`src/rtl/rv_pkg.sv`:
```
// Shared definitions for the register-file write path.
//   XLEN        : default datapath width
//   REG_ADDR_W  : architectural register index width
//   NUM_REGS    : number of architectural registers
//   llu_result_t: one buffered long-latency-unit result {rd, data}
package rv_pkg;

  localparam int XLEN       = 32;
  localparam int REG_ADDR_W = 5;
  localparam int NUM_REGS   = 32;

  typedef struct packed {
    logic [REG_ADDR_W-1:0] rd;
    logic [XLEN-1:0]       data;
  } llu_result_t;

  localparam int LLU_RES_W = $bits(llu_result_t);

  // One-hot decode of a register index into a scoreboard-sized mask.
  function automatic logic [NUM_REGS-1:0] reg_onehot(input logic [REG_ADDR_W-1:0] rd);
    logic [NUM_REGS-1:0] m;
    m     = {NUM_REGS{1'b0}};
    m[rd] = 1'b1;
    return m;
  endfunction

endpackage

```
`src/rtl/llu_result_fifo.sv`:
```
// Synchronous FIFO holding long-latency-unit results until a free write slot.
// Ports:
//   clk, rst_n    : clock, asynchronous active-low reset
//   push_i        : enqueue push_data_i (ignored while full)
//   push_data_i   : entry to enqueue
//   pop_i         : dequeue head (ignored while empty)
//   full_o/empty_o: occupancy flags, derived from registered state only
//   head_o        : oldest entry (zero when empty)
module llu_result_fifo
  import rv_pkg::*;
#(
  parameter int DEPTH = 2,
  parameter int WIDTH = LLU_RES_W
) (
  input  logic             clk,
  input  logic             rst_n,
  input  logic             push_i,
  input  logic [WIDTH-1:0] push_data_i,
  input  logic             pop_i,
  output logic             full_o,
  output logic             empty_o,
  output logic [WIDTH-1:0] head_o
);

  localparam int AW = (DEPTH > 1) ? $clog2(DEPTH) : 1;
  localparam int CW = AW + 1;

  logic [WIDTH-1:0] mem_q [DEPTH];
  logic [AW-1:0]    wr_ptr_q, wr_ptr_d;
  logic [AW-1:0]    rd_ptr_q, rd_ptr_d;
  logic [CW-1:0]    cnt_q, cnt_d;
  logic             do_push_s;
  logic             do_pop_s;

  assign full_o    = (cnt_q == CW'(DEPTH));
  assign empty_o   = (cnt_q == {CW{1'b0}});
  assign do_push_s = push_i && !full_o;
  assign do_pop_s  = pop_i && !empty_o;

  // Next-state pointers and occupancy; DEPTH is a power of two so pointers wrap naturally.
  always_comb begin
    wr_ptr_d = wr_ptr_q;
    rd_ptr_d = rd_ptr_q;
    cnt_d    = cnt_q;
    if (do_push_s) begin
      wr_ptr_d = wr_ptr_q + AW'(1);
    end else begin
      wr_ptr_d = wr_ptr_q;
    end
    if (do_pop_s) begin
      rd_ptr_d = rd_ptr_q + AW'(1);
    end else begin
      rd_ptr_d = rd_ptr_q;
    end
    case ({do_push_s, do_pop_s})
      2'b10:   cnt_d = cnt_q + CW'(1);
      2'b01:   cnt_d = cnt_q - CW'(1);
      default: cnt_d = cnt_q;
    endcase
  end

  // Head is forced to zero when empty so no stale data is ever presented.
  always_comb begin
    head_o = {WIDTH{1'b0}};
    if (!empty_o) begin
      head_o = mem_q[rd_ptr_q];
    end else begin
      head_o = {WIDTH{1'b0}};
    end
  end

  // Storage and pointer registers.
  always_ff @(posedge clk or negedge rst_n) begin
    if (!rst_n) begin
      for (int i = 0; i < DEPTH; i++) begin
        mem_q[i] <= {WIDTH{1'b0}};
      end
      wr_ptr_q <= {AW{1'b0}};
      rd_ptr_q <= {AW{1'b0}};
      cnt_q    <= {CW{1'b0}};
    end else begin
      if (do_push_s) begin
        mem_q[wr_ptr_q] <= push_data_i;
      end
      wr_ptr_q <= wr_ptr_d;
      rd_ptr_q <= rd_ptr_d;
      cnt_q    <= cnt_d;
    end
  end

endmodule

```
`src/rtl/rf_write_arbiter.sv`:
```
// Arbitrates the single register-file write port between the in-order
// writeback stage and buffered long-latency-unit (LLU) results.
// Ports:
//   clk, rst_n                    : clock, asynchronous active-low reset
//   RegWriteW, RdW, ResultW       : writeback-stage write request (highest priority)
//   LlIssueValid, LlIssueRd       : LLU op issue, marks destination pending
//   LlValid, LlRd, LlData, LlReady: LLU result handshake
//   RegWriteRF, RdRF, WriteDataRF : register-file write port
//   PendingMask                   : outstanding LLU destinations (for hazard stalls)
//   StallReq                      : ask the front end for a bubble when LLU results starve
module rf_write_arbiter
  import rv_pkg::*;
#(
  parameter int XLEN         = rv_pkg::XLEN,
  parameter int DEPTH        = 2,
  parameter int STARVE_LIMIT = 4
) (
  input  logic                  clk,
  input  logic                  rst_n,
  input  logic                  RegWriteW,
  input  logic [REG_ADDR_W-1:0] RdW,
  input  logic [XLEN-1:0]       ResultW,
  input  logic                  LlIssueValid,
  input  logic [REG_ADDR_W-1:0] LlIssueRd,
  input  logic                  LlValid,
  input  logic [REG_ADDR_W-1:0] LlRd,
  input  logic [XLEN-1:0]       LlData,
  output logic                  LlReady,
  output logic                  RegWriteRF,
  output logic [REG_ADDR_W-1:0] RdRF,
  output logic [XLEN-1:0]       WriteDataRF,
  output logic [NUM_REGS-1:0]   PendingMask,
  output logic                  StallReq
);

  localparam int EW = REG_ADDR_W + XLEN;
  localparam int SW = $clog2(STARVE_LIMIT + 1);
  localparam logic [SW-1:0] STARVE_MAX = SW'(STARVE_LIMIT);

  logic                  slot_busy_s;
  logic                  fifo_full_s;
  logic                  fifo_empty_s;
  logic                  push_s;
  logic                  pop_s;
  logic [EW-1:0]         push_ent_s;
  logic [EW-1:0]         head_ent_s;
  logic [REG_ADDR_W-1:0] head_rd_s;
  logic [XLEN-1:0]       head_data_s;

  logic [NUM_REGS-1:0]   pend_q, pend_d;
  logic [SW-1:0]         starve_q, starve_d;
  logic                  stall_q;

  // RdW = x0 is a write that the register file discards, so it leaves the slot free.
  assign slot_busy_s = RegWriteW && (RdW != {REG_ADDR_W{1'b0}});

  // Drain only into a slot the pipeline does not need.
  assign pop_s = !slot_busy_s && !fifo_empty_s;

  // LlReady depends on FIFO state only; results to x0 are handshaken but not stored.
  assign LlReady    = !fifo_full_s;
  assign push_s     = LlValid && !fifo_full_s && (LlRd != {REG_ADDR_W{1'b0}});
  assign push_ent_s = {LlRd, LlData};

  assign head_rd_s   = head_ent_s[EW-1:XLEN];
  assign head_data_s = head_ent_s[XLEN-1:0];

  llu_result_fifo #(
    .DEPTH (DEPTH),
    .WIDTH (EW)
  ) u_fifo (
    .clk         (clk),
    .rst_n       (rst_n),
    .push_i      (push_s),
    .push_data_i (push_ent_s),
    .pop_i       (pop_s),
    .full_o      (fifo_full_s),
    .empty_o     (fifo_empty_s),
    .head_o      (head_ent_s)
  );

  // Write-port mux: pipeline first, then FIFO head, else idle with zeroed address/data.
  always_comb begin
    RegWriteRF  = 1'b0;
    RdRF        = {REG_ADDR_W{1'b0}};
    WriteDataRF = {XLEN{1'b0}};
    if (slot_busy_s) begin
      RegWriteRF  = 1'b1;
      RdRF        = RdW;
      WriteDataRF = ResultW;
    end else if (!fifo_empty_s) begin
      RegWriteRF  = 1'b1;
      RdRF        = head_rd_s;
      WriteDataRF = head_data_s;
    end else begin
      RegWriteRF  = 1'b0;
      RdRF        = {REG_ADDR_W{1'b0}};
      WriteDataRF = {XLEN{1'b0}};
    end
  end

  // Scoreboard next state: clear on drain, then set on issue so a same-bit set wins.
  always_comb begin
    pend_d = pend_q;
    if (pop_s) begin
      pend_d = pend_d & ~reg_onehot(head_rd_s);
    end else begin
      pend_d = pend_d;
    end
    if (LlIssueValid && (LlIssueRd != {REG_ADDR_W{1'b0}})) begin
      pend_d = pend_d | reg_onehot(LlIssueRd);
    end else begin
      pend_d = pend_d;
    end
    pend_d[0] = 1'b0;
  end

  // Starvation counter: counts blocked cycles with data waiting, saturating at the limit.
  always_comb begin
    starve_d = starve_q;
    if (fifo_empty_s || pop_s) begin
      starve_d = {SW{1'b0}};
    end else if (slot_busy_s && (starve_q != STARVE_MAX)) begin
      starve_d = starve_q + SW'(1);
    end else begin
      starve_d = starve_q;
    end
  end

  // State registers; StallReq is registered from the counter's next value.
  always_ff @(posedge clk or negedge rst_n) begin
    if (!rst_n) begin
      pend_q   <= {NUM_REGS{1'b0}};
      starve_q <= {SW{1'b0}};
      stall_q  <= 1'b0;
    end else begin
      pend_q   <= pend_d;
      starve_q <= starve_d;
      stall_q  <= (starve_d == STARVE_MAX);
    end
  end

  assign PendingMask = pend_q;
  assign StallReq    = stall_q;

endmodule

```
`config.mk`:
```
export PLATFORM = sky130hd
export DESIGN_NAME = rf_write_arbiter
export DESIGN_NICKNAME = d
export VERILOG_FILES = /design/src/rtl/rv_pkg.sv /design/src/rtl/llu_result_fifo.sv /design/src/rtl/rf_write_arbiter.sv
export SDC_FILE = /design/constraint.sdc
export NUM_CORES = 1
export LEC_CHECK = 0
export BUFFER_PORTS_ARGS = -buffer_cell sky130_fd_sc_hd__buf_2
export CORE_MARGIN = 1
export CORE_UTILIZATION = 48
export DETAILED_ROUTE_END_ITERATION = 10
export PLACE_DENSITY_LB_ADDON = 0.15
export RECOVER_POWER = 50
export SETUP_SLACK_MARGIN = 0.2
export SLEW_MARGIN = 20
export SYNTH_ARGS = -nofsm -noshare
export SYNTH_HDL_FRONTEND = slang
export SYNTH_HIERARCHICAL = 1
export SYNTH_SLANG_ARGS = --single-unit
```
`constraint.sdc`:
```
create_clock -name clk -period 6.1 [get_ports clk]
set_input_delay 1.22 -clock clk [delete_from_list [all_inputs] [get_ports clk]]
set_output_delay 1.22 -clock clk [all_outputs]
set_load 0.02 [all_outputs]
```
# Word level (Yosys, flattened, before mapping)
# Cells that the tools add are included.
# classes
add_sub_neg,5
magnitude_cmp,7
eq_ne,5
mux,22
bitwise_logic,5
n_reduce_logical,20
# op_table
operator,n
$mux 37,5
$mux 32,4
$bwmux 74,1
$demux 37 s1,1
$and 32x32->32,1
$not 32->32,1
$or 32x32->32,1
$reduce_bool 5->1,3
$lt 5x6->1 const B,2
$logic_and 1x1->1,11
$demux 1 s5,2
$ge 5x1->1 const B,2
$mux 5,2
$mux 3,2
$eq 2x2->1 const B,2
$ge 2x2->1 const B,2
$mux 1,4
$not 1->2,2
$pmux 2 s2,1
$add 3x1->3 const B,1
$eq 3x3->1 const B,1
$logic_not 1->1,3
$ne 3x3->1 const B,1
$add 1x1->1 const B,2
7 further kinds,7
# totals
reg_bits,113
inputBits,84
out_inout_bits,72
word_cells,72

# Longest topological paths before layout
# Gate-level depths: netlist (run 1).
# logic_depth
word_depth,14
depth_mapped,10
depth_no_buf,9

# Hierarchy
# Netlist (run 1), hierarchy kept.
# by_module_without_submodules
mod,n_inst,cells_each,area_per_inst_um2,seq_area_each_um2
llu_result_fifo,1,256,3706.1,1951.9
rf_write_arbiter,1,314,2857.7,875.8

# Worst setup path after synthesis (run 1)
# No wires, ideal clock.
# synth_path
path_type,input to output
startpoint,in RdW[2]
endpoint,out WriteDataRF[0]
arrival_ns,2.531
t_required_ns,4.880
slack_ns,2.349
path_stages,3
path_buffers,0
path_cell_list,or3_4 -> o31a_4 -> o32ai_1
# synth_between
elab_chain_len,3
# synth_rtl
item,line,source
from (decl),rf_write_arbiter.sv:21,"input logic [REG_ADDR_W-1:0] RdW,"
$reduce_bool 5->1,rf_write_arbiter.sv:55,assign slot_busy_s = RegWriteW && (RdW != {REG_ADDR_W{1'b0}});
$logic_and 1x1->1,rf_write_arbiter.sv:55,
$mux 32,rf_write_arbiter.sv:87,if (slot_busy_s) begin
to (decl),rf_write_arbiter.sv:31,"output logic [XLEN-1:0] WriteDataRF,"
# No other way between the ends.

# Worst setup path in the final report (run 1)
# layout_path
startpoint,in RdW[2]
endpoint,out RdRF[2]
# layout_between
elab_chain_len,3
# layout_rtl
item,line,source
$reduce_bool 5->1,rf_write_arbiter.sv:55,
$logic_and 1x1->1,rf_write_arbiter.sv:55,
$mux 5 *,rf_write_arbiter.sv:87,
to (decl),rf_write_arbiter.sv:30,"output logic [REG_ADDR_W-1:0] RdRF,"
# Mark *: on every way between the ends. The rest lies on a longest branch, timed or not.

==> impl_results.md, run 1 <==
* WL final at 15.7 mm
* Async SR Flop Fraction at between 90% and 100%
* Floorplan row count at 42
* Setup violations, final at 0
* RSZ-0062 raised after global routing: false
* Final worst-path cycle share at 72.2%
* Period minus WS final at between 4 and 5 ns
* # IOs at 156
* Required time worst endpoint at between 4 and 5 ns
* Violated checks: max-capacitance violations, max-slew violations
* Status: complete, but fails checks
* Syn_area_per_cell at 11.5 sq um
* PnR Total Power at 4.21 mW
* CTS Hold Buffers Added at 0
* Max clock buf depth at 2
* Worst Hold Class: reg -> reg
* PD cells at 539 nW/um^2
* Cell variety after synth at 47
* Worst slew pin tran at 3.43 ns
* CTS tree: built
* Sequential-to-total area share from yosys stat at 43.1%
* Worst-path clk slew at roughly 0.050 ns
* Vias at 5021
* Die area at around 14000 sq um
* Post-synth EDFFs at 0
* Initial antenna violation count at 0
* Clock sinks at 113
* First-pass GRT wire length at 25.5 mm
* Vias in the first global route at 4944
* Most common cell after layout, fill and taps aside: buf_2
* Pre-Repair DR Iteration Count at 5
* Synth Cell Area at 6560 sq um
* Core outline area at around 13000 sq um
* Fmax at 227 MHz
* Antenna violation net count after detailed routing at 0
* Synthesized netlist net count at 657
* ANT cells at 0
* CP Capture Type: output pin
* Worst hold margin at 0.502 ns
* #FFs+latches synth at between 100 and 150
* Critical path type: in -> out
* Post-synthesis cell count at 570
* Post-CTS Resized at 0
* Fin Setup TNS at 0 ns
* Rel. slew slack at -129%
* Synth area leader: dfrtp_1
* # nets final at 789
* Initial Util at 49.4%
* Largest net degree at the start of global routing at between 60 and 70
* Die W at between 100 and 150 um
* Layout area overhead at 18.9%
* Total Routing Usage GR at 23.1%
* Final Skew at 0.00775 ns
* CTS root buf: clkbuf_16
* Max-cap violations at 1
* Number of port buffers at 154
* H-tree depth reported by CTS at 4
* Area contributors post-synth: dfrtp_1, mux2_4, o32ai_2, mux2i_1, mux2_2
* Post-CTS setup buffer count at 0
* Via-to-Cell Ratio at 5.64
* WL per Instance at about 18 um
* Peak supply drop at 0.263 mV
* Synthesis warning total at 6
* Most frequent cells in the layout: buf_2, dfrtp_1, nand2_1
* 1st-iter DRT viols at 280
* # DRC at 0
* Startpoint types: input port
* Crit path DAT at 3.18 ns
* Leakage at 3.57 nW
* CTS buffer count at 17
* Congestion Overflow GR at 0
* Die Ht at 119 um
* Top_reg_cell synth: dfrtp_1
* Worst skew pair latency at about 0.42 ns
* Fin util at 58.7%
* Final Slew Violations at 64
* Crit-path max FO at 10
* Layout cell share with drive strength beyond 1 at 37.8%
* Top-area cell type share of the netlist area at 43.1%
* DP HPWL at 10.5 mm
* RePlAce Congestion at about 0.83
* Final Hold Fails at 0
[kinds of logic (layout without fill, tap and decap cells)]
kind of cell    after synthesis  after routing  share of synthesized area (%)
mux                         113            113                           20.9
xor+xnor                      6              6                          0.801
fa+ha+maj                     3              3                          0.572
buf+inv                      83            227                           6.92
flops                       113            113                           43.1
simple gates                148            148                           11.2
compound gates              103            103                           16.5
other cells                   1              1                         0.0571
[flip-flops by register name (all words and copies together) (netlist names)]
| register | cells |
|---|---|
| u_fifo/cnt_q | 2 |
| u_fifo/mem_q | 74 |
| u_fifo/wr_ptr_q | 1 |
| u_fifo/rd_ptr_q | 1 |
| PendingMask | 31 |
| StallReq | 1 |
| starve_q | 3 |
[per-stage QoR]
stage                     cells  setup WS [ns]  instance area (sq um)
after CTS                   890           2.03                   7870
after detailed placement    859           2.03                   7300
after global placement      859           2.12                   7300
after global routing        890           1.38                   7810
final                       890           1.70                   7810
after floorplan             570           2.35                   6560
[synth_stat cells, drive strengths merged, types with 4 or more instances]
master    n
xnor2     4
a32o      5
mux2i    39
buf      33
nand2    66
o211ai   32
clkbuf   13
a22oi    31
mux2     74
nor2b     4
nor2     43
nor3      4
or4b      4
nand3b    4
o32ai    32
dfrtp   113
inv      37
[final timing paths]
path / slack, ns / startpoint / cells after the start / endpoint
setup / recovery: 1.70 / RdW[2] / 5 / RdRF[2]
hold / removal: 0.50 / u_fifo/mem_q[39] / 1 / u_fifo/mem_q[39]
setup reg to reg: 3.25 / u_fifo/cnt_q[0] / 7 / u_fifo/mem_q[73]
hold reg to reg: 0.50 / u_fifo/mem_q[39] / 1 / u_fifo/mem_q[39]
max in group asynchronous: 2.06 / rst_n / 2 / u_fifo/rd_ptr_q
min in group asynchronous: 1.96 / rst_n / 1 / PendingMask[17]
[power breakdown]
group	internal, mW	switching (mW)	total, mW
combinational	0.938	1.03	1.97
clock	0.619	0.333	0.952
sequential	1.06	0.222	1.28
total	2.62	1.59	4.21
[worst max-delay path, stage by stage]
cell	delay [ns]
clkbuf_1	0.10
or3_1	0.47
o31ai_1	0.92
a32o_1	0.30
buf_2	0.17
[metal layers]
| layer | share of wire (%) | vias up | track usage (%) |
|---|---|---|---|
| met5 | 0 | - | 0 |
| li1 | - | 2334 | - |
| met2 | 49 | 165 | 36.6 |
| met4 | 0.93 | 0 | 7.44 |
| met1 | 45 | 2510 | 30.6 |
| met3 | 5.1 | 12 | 6.13 |
[cell type report]
type	instances	area, sq um
Clock buffer	26	519
Tap cell	176	220
Timing Repair Buffer	159	764
Sequential cell	113	2830
Multi-Input combinational cell	374	3280
Inverter	37	139
Clock inverter	5	50.0
Fill cell	1158	5490
No activity file was read; power rests on OpenSTA's default activity.
==> run 2, diff against run 1 <==
--- a/config.mk
+++ b/config.mk
@@ -5,6 +5,7 @@
 export SDC_FILE = /design/constraint.sdc
 export NUM_CORES = 1
 export LEC_CHECK = 0
+export ABC_AREA = 1
 export BUFFER_PORTS_ARGS = -buffer_cell sky130_fd_sc_hd__buf_2
 export CORE_MARGIN = 1
 export CORE_UTILIZATION = 48
==> constraint.sdc (replaced) <==
create_clock -name clk -period 4.5 [get_ports clk]
set_input_delay 0.9 -clock clk [delete_from_list [all_inputs] [get_ports clk]]
set_output_delay 0.9 -clock clk [all_outputs]
set_load 0.02 [all_outputs]
==> impl_results.md, run 2 <==
* Status: complete, but fails checks
* Violated checks: max-capacitance violations, max-slew violations
* WL per Instance at 15.6 um (-12%)
* Worst-path clk slew at 0.05 ns (about the same)
* Top-area cell type share of the netlist area at 46.4% (+3.3 points)
* CTS Hold Buffers Added at 0 (unchanged)
* Slowest-stage cell, CP: clkbuf_1
* Top_reg_cell synth: dfrtp_1
* First-pass GRT wire length at 28.4 mm (+12%)
* Async SR Flop Fraction at 100% (unchanged)
* Fmax at 290 MHz
* Sequential-to-total area share from yosys stat at 46.4% (+3.3 points)
* Synthesis warning total at 6 (unchanged)
* CTS buffer count at 17 (unchanged)
* Sequential power share at 31.1% (+0.6 points)
* Max reg flops at 74 (unchanged)
* Post-Synth XOR/XNOR Area at 0.287% (-0.51 points)
* CP bufs+invs at 2 (unchanged)
* CP Capture Type: async pin
* Initial antenna violation count at 0 (unchanged)
* DP HPWL at 10.6 mm (+1.1%)
* Fin area at 7420 sq um (-5.0%)
* Worst Hold Class: reg -> reg
* Pre-Repair DR Iteration Count at 4 (-1)
* Layout cell share with drive strength beyond 1 at 19.3% (-19 points)
* ANT cells at 0 (unchanged)
* Area contributors post-synth: dfrtp_1, nand2_1, nand4_1, nand3_1, a21oi_1
* Largest net degree at the start of global routing at 78 (+16%)
* Fillers at 1235 (+6.6%)
* Max clock buf depth at 2 (unchanged)
* Top delay family on crit path: buffers and inverters
* Core outline area at 12200 sq um (-8.2%)
* Switching Share at 43.8% (+6.1 points)
* Synth Area in Adders at 0.616% (+0.044 points)
* Area after DPL at 6820 sq um (-6.5%)
* PD cells at 753 nW/um^2 (+40%)
* Most frequent cells in the layout: nand2_1, buf_2, dfrtp_1
* Synthesized netlist net count at 899 (+37%)
* Peak supply drop at 0.319 mV (+21%)
* RSZ-0062 raised after global routing: false
* Post-CTS Resized at 0 (unchanged)
* Complex-gate fraction of the synthesized area at 8.84% (-7.6 points)
* CTS tree: built
* Top post-synthesis cells by count: nand2_1, dfrtp_1, nand4_1
* CP Cell Sequence: clkbuf_1 -> clkbuf_2
* 1st-iter DRT viols at 550 (+96%)
* Clk network pwr share at 25.7% (+3.1 points)
* Fin util at 60.7% (+2.0 points)
* Die Ht at 115 um (-3.6%)
* CP max stage delay at 2.10 ns (+1.18 ns)
* Synth Cell Area at 6100 sq um (-7.1%)
* Critical path type: in -> async
* Post-synth EDFFs at 0 (unchanged)
* Total Routing Usage GR at 27.8% (+4.7 points)
* Crit-path max FO at 56 (+46)
* Post-CTS setup buffer count at 0 (unchanged)
* Rel. slew slack at -102% (+26 points)
* Die area at 13200 sq um (-7.0%)
* Most common cell after layout, fill and taps aside: nand2_1
* # DRC at 0 (unchanged)
* Final Slew Violations at 57 (-11%)
* RePlAce Congestion at 0.814 (-1.6%)
* Floorplan row count at 40 (-4.8%)
* # IOs at 156 (unchanged)
* Max-cap violations at 1 (unchanged)
* Antenna violation net count after detailed routing at 0 (unchanged)
* Switching power at 2.45 mW (+54%)
* Syn_area_per_cell at 7.51 sq um (-35%)
* # nets final at 1024 (+30%)
* Crit path DAT at 3.90 ns (+0.72 ns)
* Clock sinks at 113 (unchanged)
* Congestion Overflow GR at 0 (unchanged)
* Number of port buffers at 154 (unchanged)
* Required time worst endpoint at 4.95 ns (+0.07 ns)
* H-tree depth reported by CTS at 4 (unchanged)
* Post-synthesis mux area share at 0% (-21 points)
* Post-Synth Simple-Gate Area at 36.1% (+25 points)
* Leakage at 3.79 nW (+6.1%)
* Synth area leader: dfrtp_1
* Largest family of logic cells by synthesized area: simple AND/OR/NAND/NOR gates
* Setup violations, final at 0 (unchanged)
* Initial Util at 49.9% (+0.57 points)
* Startpoint types: input port
* CTS root buf: clkbuf_16
* Via-to-Cell Ratio at 5.44 (-3.5%)
* Post-synthesis cell count at 812 (+42%)
* Gate power share at 43.3% (-3.5 points)
* Fin Setup TNS at 0 ns (unchanged)
* Final Skew at 0.00646 ns (-0.00129 ns)
* Worst skew pair latency at 0.40 ns (-0.02 ns)
* Final Hold Fails at 0 (unchanged)
* Biggest register: u_fifo/mem_q
* WL final at 17.4 mm (+11%)
* #FFs+latches synth at 113 (unchanged)
* Die W at 115 um (-3.6%)
* Top-count cell post-synth: nand2_1
* Vias in the first global route at 5530 (+12%)
* Worst slew pin tran at 3.04 ns (-0.397 ns)
* Cell variety after synth at 29 (-38%)
* Period minus WS final at 3.45 ns
* Layout area overhead at 21.6%
* P_int at 3.14 mW (+20%)
* Vias at 6084 (+21%)
* Final worst-path cycle share at 76.7%
==> run 2: worst paths after layout <==
kind                            cells after the start               end  slack, ns             start
worst max-delay path                                2  u_fifo/mem_q[54]       1.05             rst_n
worst min-delay path                                2  u_fifo/mem_q[68]       0.47  u_fifo/mem_q[68]
worst max register to register                     10  u_fifo/mem_q[11]       1.78   u_fifo/cnt_q[0]
worst min register to register                      2  u_fifo/mem_q[68]       0.47  u_fifo/mem_q[68]
max in group clk                                    9   WriteDataRF[31]       1.06            RdW[4]
min in group asynchronous                           1  u_fifo/mem_q[46]       1.49             rst_n
==> run 2: kinds of logic (layout without fill, tap and decap cells) <==
logic type	count (synthesis)	in the layout
AO/OA/AOI/OAI	107	107
XOR/XNOR	2	2
adder cells (fa/ha/maj)	3	3
buffers and inverters	92	230
flip-flops	113	113
other	1	1
AND/OR/NAND/NOR	494	494
==> run 2: cell type report <==
type                            instances  area (sq um)  area share, %
Inverter                               33           125           1.69
Clock inverter                         10           155           2.09
Tap cell                              168           210           2.83
Clock buffer                           22           484           6.53
Sequential cell                       113          2830           38.1
Timing Repair Buffer                  165           810           10.9
Multi-Input combinational cell        607          2810           37.8
==> run 2: power by group through the flow <==
| stage | registers [mW] | clock network, mW | logic (mW) |
|---|---|---|---|
| 3_3_place_gp | 1.73 | 0 | 2.41 |
| 6_report | 1.73 | 1.43 | 2.42 |
| 4_1_cts | 1.73 | 1.45 | 2.45 |
| 3_5_place_dp | 1.74 | 0 | 2.44 |
| 2_1_floorplan | 1.85 | 0 | 1.67 |
| 5_1_grt | 1.79 | 1.51 | 2.70 |
==> run 2: metal layers <==
metal | global-route usage [%] | vias up | routed length, um
li1 | - | 2953 | -
met1 | 40.1 | 2845 | 8020
met2 | 42.2 | 261 | 7840
met3 | 5.93 | 25 | 1310
met4 | 8.31 | 0 | 247
met5 | 0 | - | 0
==> run 2: worst min-delay path, delay by kind of cell, from the launching register on <==
| family | cells | cell delay, ns |
|---|---|---|
| DFF | 1 | 0.34 |
| and+or+nand+nor | 2 | 0.09 |
==> run 2: metrics by stage <==
| step | instances | power [mW] | hold WS [ns] | setup slack [ns] |
|---|---|---|---|---|
| global route | 1118 | 5.99 | 0.481 | 0.461 |
| CTS | 1118 | 5.63 | 0.471 | 1.08 |
| global placement | 1086 | 4.14 | 0.453 | 1.12 |
| floorplan | 812 | 3.51 | 0.442 | 1.69 |
| detailed placement | 1086 | 4.17 | 0.458 | 1.08 |
| finish | 1118 | 5.58 | 0.467 | 1.05 |
